<file path="src/rtl/fetch_queue_pkg.sv">
// Shared types and constants for the fetch front end: queue entry layout and B-opcode helpers.
// Latency: none (declarations only).
// Backpressure: not applicable.
package fetch_pkg;

    localparam int FQ_DEPTH   = 4;
    localparam int FQ_ADDR_W  = 64;
    localparam int FQ_INSTR_W = 32;

    localparam logic [5:0] OPC_B = 6'b000101;

    typedef struct packed {
        logic [FQ_ADDR_W-1:0]  pc;
        logic [FQ_INSTR_W-1:0] instr;
    } fq_entry_t;

    function automatic logic isBranch(input logic [FQ_INSTR_W-1:0] instr);
        return instr[31:26] == OPC_B;
    endfunction

    // Word offset in bits[25:0], sign-extended and scaled to bytes.
    function automatic logic [FQ_ADDR_W-1:0] branchTarget(input logic [FQ_ADDR_W-1:0]  pc,
                                                          input logic [FQ_INSTR_W-1:0] instr);
        return pc + {{(FQ_ADDR_W-28){instr[25]}}, instr[25:0], 2'b00};
    endfunction

endpackage

</file>
<file path="src/rtl/fetch_queue_if.sv">
// Fetch front-end bundle: instruction-memory request/response, redirect and decode-side head.
// Latency: none (wires only).
// Backpressure: decode holds entries by keeping deq_ready low.
interface fetch_queue_if
    import fetch_pkg::*;
#(
    parameter int ADDR_W  = FQ_ADDR_W,
    parameter int INSTR_W = FQ_INSTR_W
);
    logic               imem_req;
    logic [ADDR_W-1:0]  imem_addr;
    logic [INSTR_W-1:0] imem_instr;
    logic               redirect_valid;
    logic [ADDR_W-1:0]  redirect_pc;
    logic               deq_ready;
    logic               out_valid;
    logic [INSTR_W-1:0] out_instr;
    logic [ADDR_W-1:0]  out_pc;

    modport master (
        output imem_req, imem_addr, out_valid, out_instr, out_pc,
        input  imem_instr, redirect_valid, redirect_pc, deq_ready
    );

    modport slave (
        input  imem_req, imem_addr, out_valid, out_instr, out_pc,
        output imem_instr, redirect_valid, redirect_pc, deq_ready
    );
endinterface

</file>
<file path="src/rtl/fetch_queue_fifo.sv">
// Circular buffer of fetched {pc, instr} entries with push, pop, flush and occupancy count.
// Latency: a pushed entry is at the head the cycle after the push (no bypass).
// Backpressure: caller must not push while full; pop while empty is ignored.
module fetch_fifo
    import fetch_pkg::*;
#(
    parameter int DEPTH = FQ_DEPTH
) (
    input  logic                   clk,
    input  logic                   rst,
    input  logic                   flush,
    input  logic                   push,
    input  fq_entry_t              pushDat,
    input  logic                   pop,
    output fq_entry_t              headDat,
    output logic [$clog2(DEPTH):0] count
);
    localparam int PTR_W = $clog2(DEPTH);
    localparam int CNT_W = PTR_W + 1;

    fq_entry_t        mem [DEPTH];
    logic [PTR_W-1:0] rdPtr;
    logic [PTR_W-1:0] wrPtr;
    logic             pushOk;
    logic             popOk;

    assign pushOk  = push && !flush;
    assign popOk   = pop && !flush && (count != '0);
    assign headDat = mem[rdPtr];

    always_ff @(posedge clk) begin
        if (pushOk) begin
            mem[wrPtr] <= pushDat;
        end
    end

    // Power-of-two depth: pointer wrap is plain overflow.
    always_ff @(posedge clk) begin
        if (rst || flush) begin
            rdPtr <= '0;
            wrPtr <= '0;
            count <= '0;
        end else begin
            if (pushOk) wrPtr <= wrPtr + PTR_W'(1);
            if (popOk)  rdPtr <= rdPtr + PTR_W'(1);
            count <= count + CNT_W'(pushOk) - CNT_W'(popOk);
        end
    end

endmodule

</file>
<file path="src/rtl/fetch_queue.sv">
// Fetch front end: owns fetch PC, issues sequential imem requests, queues returns for decode.
// Latency: request to out_valid is 2 cycles; redirect target visible at R+3. Optional FETCH_PREDECODE_EN.
// Backpressure: issue stalls while queued + in-flight entries reach DEPTH; decode pops via deq_ready.
module fetch_queue
    import fetch_pkg::*;
#(
    parameter int DEPTH   = FQ_DEPTH,
    parameter int ADDR_W  = FQ_ADDR_W,
    parameter int INSTR_W = FQ_INSTR_W
) (
    input logic          clk,
    input logic          rst,
    fetch_queue_if.master fq
);
    localparam int CNT_W = $clog2(DEPTH) + 1;

    logic [ADDR_W-1:0] fetchPc;
    logic [ADDR_W-1:0] inflightPc;
    logic              inflight;
    logic              inflightEpoch;
    logic              epoch;
    logic [CNT_W-1:0]  count;
    logic [CNT_W:0]    occupancy;
    logic              respVld;
    logic              issue;
    logic              pop;
    logic              pdHit;
    fq_entry_t         pushDat;
    fq_entry_t         headDat;

    // A response from before the latest redirect carries a stale epoch and is dropped.
    assign respVld   = inflight && (inflightEpoch == epoch) && !fq.redirect_valid;
    assign occupancy = {1'b0, count} + {{CNT_W{1'b0}}, inflight};
    assign pop       = fq.deq_ready && fq.out_valid && !fq.redirect_valid;
    assign pushDat   = '{pc: inflightPc, instr: fq.imem_instr};

`ifdef FETCH_PREDECODE_EN
    logic [ADDR_W-1:0] pdTarget;
    assign pdHit    = respVld && isBranch(fq.imem_instr);
    assign pdTarget = branchTarget(inflightPc, fq.imem_instr);
`else
    assign pdHit = 1'b0;
`endif

    // Occupancy uses pre-dequeue count so deq_ready never reaches imem_req combinationally.
    assign issue = !rst && !fq.redirect_valid && !pdHit && (occupancy < (CNT_W+1)'(DEPTH));

    assign fq.imem_req  = issue;
    assign fq.imem_addr = fetchPc;
    assign fq.out_valid = (count != '0);
    assign fq.out_instr = fq.out_valid ? headDat.instr : '0;
    assign fq.out_pc    = fq.out_valid ? headDat.pc    : '0;

    always_ff @(posedge clk) begin
        if (rst) begin
            fetchPc       <= '0;
            inflight      <= 1'b0;
            inflightPc    <= '0;
            inflightEpoch <= 1'b0;
            epoch         <= 1'b0;
        end else if (fq.redirect_valid) begin
            fetchPc  <= fq.redirect_pc;
            epoch    <= ~epoch;
            inflight <= 1'b0;
`ifdef FETCH_PREDECODE_EN
        end else if (pdHit) begin
            fetchPc  <= pdTarget;
            epoch    <= ~epoch;
            inflight <= 1'b0;
`endif
        end else begin
            inflight <= issue;
            if (issue) begin
                fetchPc       <= fetchPc + ADDR_W'(4);
                inflightPc    <= fetchPc;
                inflightEpoch <= epoch;
            end
        end
    end

    fetch_fifo #(
        .DEPTH (DEPTH)
    ) u_fifo (
        .clk     (clk),
        .rst     (rst),
        .flush   (fq.redirect_valid),
        .push    (respVld),
        .pushDat (pushDat),
        .pop     (pop),
        .headDat (headDat),
        .count   (count)
    );

endmodule

</file>
<file path="src/flat_wrapper.sv">
// flat-port wrapper written by rule: the top's interface ports become plain ports
module fetch_queue_flat import fetch_pkg::*;
#(
    parameter int DEPTH   = FQ_DEPTH,
    parameter int ADDR_W  = FQ_ADDR_W,
    parameter int INSTR_W = FQ_INSTR_W
)
  (clk, rst, fq_imem_req, fq_imem_addr, fq_out_valid, fq_out_instr, fq_out_pc, fq_imem_instr, fq_redirect_valid, fq_redirect_pc, fq_deq_ready);
  fetch_queue_if #(.ADDR_W(ADDR_W), .INSTR_W(INSTR_W)) fq_i ();
  input logic clk;
  input logic rst;
  output wire logic [$bits(fq_i.imem_req)-1:0] fq_imem_req;
  output wire logic [$bits(fq_i.imem_addr)-1:0] fq_imem_addr;
  output wire logic [$bits(fq_i.out_valid)-1:0] fq_out_valid;
  output wire logic [$bits(fq_i.out_instr)-1:0] fq_out_instr;
  output wire logic [$bits(fq_i.out_pc)-1:0] fq_out_pc;
  input wire logic [$bits(fq_i.imem_instr)-1:0] fq_imem_instr;
  input wire logic [$bits(fq_i.redirect_valid)-1:0] fq_redirect_valid;
  input wire logic [$bits(fq_i.redirect_pc)-1:0] fq_redirect_pc;
  input wire logic [$bits(fq_i.deq_ready)-1:0] fq_deq_ready;
  assign fq_imem_req = fq_i.imem_req;
  assign fq_imem_addr = fq_i.imem_addr;
  assign fq_out_valid = fq_i.out_valid;
  assign fq_out_instr = fq_i.out_instr;
  assign fq_out_pc = fq_i.out_pc;
  assign fq_i.imem_instr = fq_imem_instr;
  assign fq_i.redirect_valid = fq_redirect_valid;
  assign fq_i.redirect_pc = fq_redirect_pc;
  assign fq_i.deq_ready = fq_deq_ready;
  fetch_queue #(.DEPTH(DEPTH), .ADDR_W(ADDR_W), .INSTR_W(INSTR_W)) u_core (.clk(clk), .rst(rst), .fq(fq_i));
endmodule
</file>
<file path="config.mk">
export PLATFORM = sky130hd
export DESIGN_NAME = fetch_queue_flat
export DESIGN_NICKNAME = d
export VERILOG_FILES = /design/src/rtl/fetch_queue_pkg.sv /design/src/rtl/fetch_queue_if.sv /design/src/rtl/fetch_queue_fifo.sv /design/src/rtl/fetch_queue.sv /design/src/flat_wrapper.sv
export SDC_FILE = /design/constraint.sdc
export NUM_CORES = 1
export LEC_CHECK = 0
export ABC_AREA = 1
export CORE_ASPECT_RATIO = 0.5
export CORE_MARGIN = 2
export CORE_UTILIZATION = 30
export DETAILED_ROUTE_END_ITERATION = 12
export GPL_TIMING_DRIVEN = 0
export SETUP_SLACK_MARGIN = 0.5
export SLEW_MARGIN = 10
export SYNTH_ARGS = -nofsm -noshare
export SYNTH_HDL_FRONTEND = slang
export SYNTH_SLANG_ARGS = --single-unit
</file>
<file path="constraint.sdc">
create_clock -name clk -period 16.65 [get_ports clk]
set_input_delay 3.33 -clock clk [delete_from_list [all_inputs] [get_ports clk]]
set_output_delay 3.33 -clock clk [all_outputs]
set_load 0.005 [all_outputs]
</file>
==> flow_metrics.py, run 1 <==
metrics = {
    "run_status": {
        "status": "completed",
    },
    "detailed_routing": {
        "vias_per_cell": 4.80,
        "drtPass1Iterations": 6,
        "vias": 18100,
        "ant_nets": 0,
        "drt_wl_total_mm": 74.6,
        "routedWlPerCell_um": 19.8,
        "drtIter0Drc": 1632,
        "drc": 0,
    },
    "floorplanning": {
        "pin_count": 262,
        "start_util_pct": 30.2,
        "core_sq_um": 74800,
        "die_h_um": 198,
        "fp-row-count": 71,
        "dieArea_sq_um": 77600,
        "die_x_um": 392,
    },
    "cts": {
        "cts-resized-gates": 0,
        "cts_max_path_buffers": 3,
        "cts_tree": "built",
        "holdBufCountCts": 0,
        "htree_levels": 2,
        "cts-root-buf": "clkbuf_16",
        "numCtsBuffers": 51,
        "cts_sinks": 524,
        "cts.clk_slew.worst_paths_ns": 0.06,
        "clock_latency_ns": 0.62,
        "cts_setup_buffers": 0,
    },
    "yosys": {
        "synth_most_common_cell": "nor2_1",
        "ys_seq_area_share_pct": 63.5,
        "async_reset_ff_share_pct": 0,
        "synthFlopType": "edfxtp_1",
        "ys_seq_elements": 524,
        "syn-num-nets": 2491,
        "synthTopCellsByCount": "608 x nor2_1, 384 x edfxtp_1, 318 x nand2_1",
        "yosys-top-cells-area": "edfxtp_1 51%, dfxtp_1 12%, nor2_1 10%, o21ai_0 5.6%, nand2_1 5.3%",
        "synth_edf_count": 384,
        "synth.distinct_cells": 41,
        "syn_inst": 2382,
        "ys_warn_count": 0,
        "syn_area_per_cell_sq_um": 9.47,
        "synth_top_cell_area_share_pct": 51.1,
        "synth_area_leader_cell": "edfxtp_1",
        "syn-cell-area_sq_um": 22600,
    },
    "min_path": {
        "worstHoldStart": "u_core.u_fifo.rdPtr[1]",
        "worstHoldPathType": "reg -> reg",
    },
    "critical_path": {
        "critical_path_class": "in -> out",
        "path_cells": "clkdlybuf4s50_1 > nor2_4 > nand2_1 > inv_2 > nand3_2 > inv_2 > buf_2 > buf_2 > clkdlybuf4s50_1",
        "slowest_delay_ns": 0.62,
        "critPathSlowestCell": "clkdlybuf4s50_1",
        "crit_path_start_kind": "input port",
        "regToRegStartpoint": "u_core.u_fifo.count[1]",
        "worstPathArrival_ns": 5.82,
        "cp_max_fo": 10,
        "path_buf_inv": 6,
        "startpoint": "fq_redirect_valid",
        "required_ns": 13.32,
        "cpLargestDelayFamily": "buffers and inverters",
        "endpoint_kind": "primary output",
    },
    "timing": {
        "clock-skew-final_ns": 0.0317,
        "max_freq_ghz": 0.109,
        "finalMaxSlewViolations": 0,
        "rsz0062_at_grt": "no",
        "hold_ws_ns": 0.470,
        "worst_pin_slew_ns": 0.821,
        "worst_slack_ns": 7.50,
        "final.setup.tns_ns": 0,
        "fin_crit_sh_pct": 55.0,
        "finalHoldViolCount": 0,
        "period_needed_ns": 9.15,
        "setup_violations": 0,
        "slew_headroom_pct": 45.2,
    },
    "layout": {
        "syn_to_final_growth_pct": 26.2,
        "layout.nets": 2820,
        "stdcell_area_sq_um": 28500,
        "final_cells": 3777,
        "nFillCells": 7432,
        "layout-drive-gt1-share_pct": 6.03,
    },
    "global_route": {
        "grt_pass1_vias": 17300,
        "grt_usage_pct": 18.8,
        "grt_max_degree": 26,
        "grt_pass1_wl_mm": 109,
        "grt_overflow_total": 0,
        "grt_antenna_before_repair": 5,
    },
    "place": {
        "hpwlAfterDp_mm": 54.1,
        "placedCellCount": 3680,
        "routabilityCongestion": 0.940,
        "io_buffer_count": 260,
        "placed_area_sq_um": 26800,
        "dp_slack_ns": 7.52,
    },
    "power_and_ir_drop": {
        "ir_drop_mv": 0.0778,
        "power_density_nw_per_um2": 98.8,
        "power_leakage_nw": 10.1,
    },
    "flow_run": {
        "cap_violations": 0,
    },
}
## tightest hold or removal path: stages, from the launching register on
cell,delay [ns]
dfxtp_1,0.30
inv_1,0.06
a21oi_1,0.07
## layer usage
metal	GRT usage, %	part of all wire [%]
met4	8.73	4.5
met5	0	0.046
met1	23.7	41
met2	32.3	49
met3	2.51	6.1
## cell usage in the layout (no fill, tap or decap), types with 17 or more instances in the layout
cell             synthesis  routed
buf_2                   28      28
clkinv_1                 5      17
buf_1                   17      17
clkbuf_1                71      84
nand4_1                 19      19
clkbuf_16                0      52
dfxtp_1                140     140
nand2_1                318     318
edfxtp_1               384     384
nor3_1                  20      20
inv_1                  150     150
a21oi_1                154     154
o21ai_0                254     254
nand3_1                 93      93
clkdlybuf4s50_1          0     260
nor2_1                 608     604
## stage by stage
stage               utilization (%)  total power (W)
finish                         38.1          0.00282
global placement               35.4          0.00168
global route                   38.1          0.00290
CTS                            38.1          0.00283
detailed placement             35.9          0.00168
floorplan                         -          0.00156
## where the power goes
group | switching [W] | leakage (nW) | internal, W | total (W)
combinational | 0.000103 | 4.58 | 0.0000798 | 0.000182
clock | 0.000514 | 0.789 | 0.000646 | 0.00116
sequential | 0.0000422 | 4.70 | 0.00143 | 0.00147
## registers in the layout, summed over array words and instances, names as in the netlist, named ones only
signal                count
u_core.u_fifo.mem       384
u_core.fq.imem_addr      64
u_core.inflightPc        64
u_core.u_fifo.count       3
u_core.u_fifo.rdPtr       2
u_core.u_fifo.wrPtr       2
u_core.epoch              1
u_core.inflight           1
u_core.inflightEpoch      1
## path summary, 6_finish.rpt
kind / slack (ns) / to / depth (start not counted)
max: 7.50 / fq_imem_req / 9
min: 0.47 / u_core.u_fifo.rdPtr[1] / 2
max reg2reg: 14.20 / u_core.u_fifo.count[2] / 8
min reg2reg: 0.47 / u_core.u_fifo.rdPtr[1] / 2
## cells by family after synthesis
logic type | share of synthesized area (%)
simple gates | 20.2
flops | 63.5
compound gates | 10.1
buf+inv | 5.06
xor+xnor | 0.621
fa+ha+maj | 0.532
## layout make-up
class / count / area, sq um / area share, %
Sequential cell: 524 / 14300 / 50.3
Multi-Input combinational cell: 1573 / 7120 / 25.0
Timing Repair Buffer: 276 / 2950 / 10.4
Clock buffer: 66 / 1360 / 4.79
Tap cell: 1022 / 1280 / 4.49
Inverter: 162 / 608 / 2.13
Buffer: 123 / 534 / 1.88
Clock inverter: 29 / 292 / 1.02
Antenna cell: 2 / 5.00 / 0.0176
Note: power is estimated with default switching activity, not from simulation.
==> run 2: changes to the inputs <==
==> constraint.sdc (replaced) <==
create_clock -name clk -period 8.59 [get_ports clk]
set_input_delay 1.718 -clock clk [delete_from_list [all_inputs] [get_ports clk]]
set_output_delay 1.718 -clock clk [all_outputs]
set_load 0.005 [all_outputs]
==> results of run 2 <==
Same layout as run 1 (identical final DEF). Status: completed.
Among the figures that moved: setup slack after placement 7.52 ns -> 2.68 ns; setup slack after layout 7.50 ns -> 2.66 ns; register-to-register setup slack 14.20 ns -> 6.14 ns; total power 0.00282 W -> 0.00546 W; worst IR drop on VDD 0.0778 mV -> 0.151 mV
==> run 3: changes to the inputs <==
==> constraint.sdc (replaced) <==
create_clock -name clk -period 5.8 [get_ports clk]
set_input_delay 1.16 -clock clk [delete_from_list [all_inputs] [get_ports clk]]
set_output_delay 1.16 -clock clk [all_outputs]
set_load 0.005 [all_outputs]
==> results of run 3 <==
Same layout as run 1 (identical final DEF). Status: completed.
Among the figures that moved: setup slack after placement 7.52 ns -> 1.01 ns; setup slack after layout 7.50 ns -> 0.989 ns; register-to-register setup slack 14.20 ns -> 3.35 ns; total power 0.00282 W -> 0.00808 W; worst IR drop on VDD 0.0778 mV -> 0.223 mV
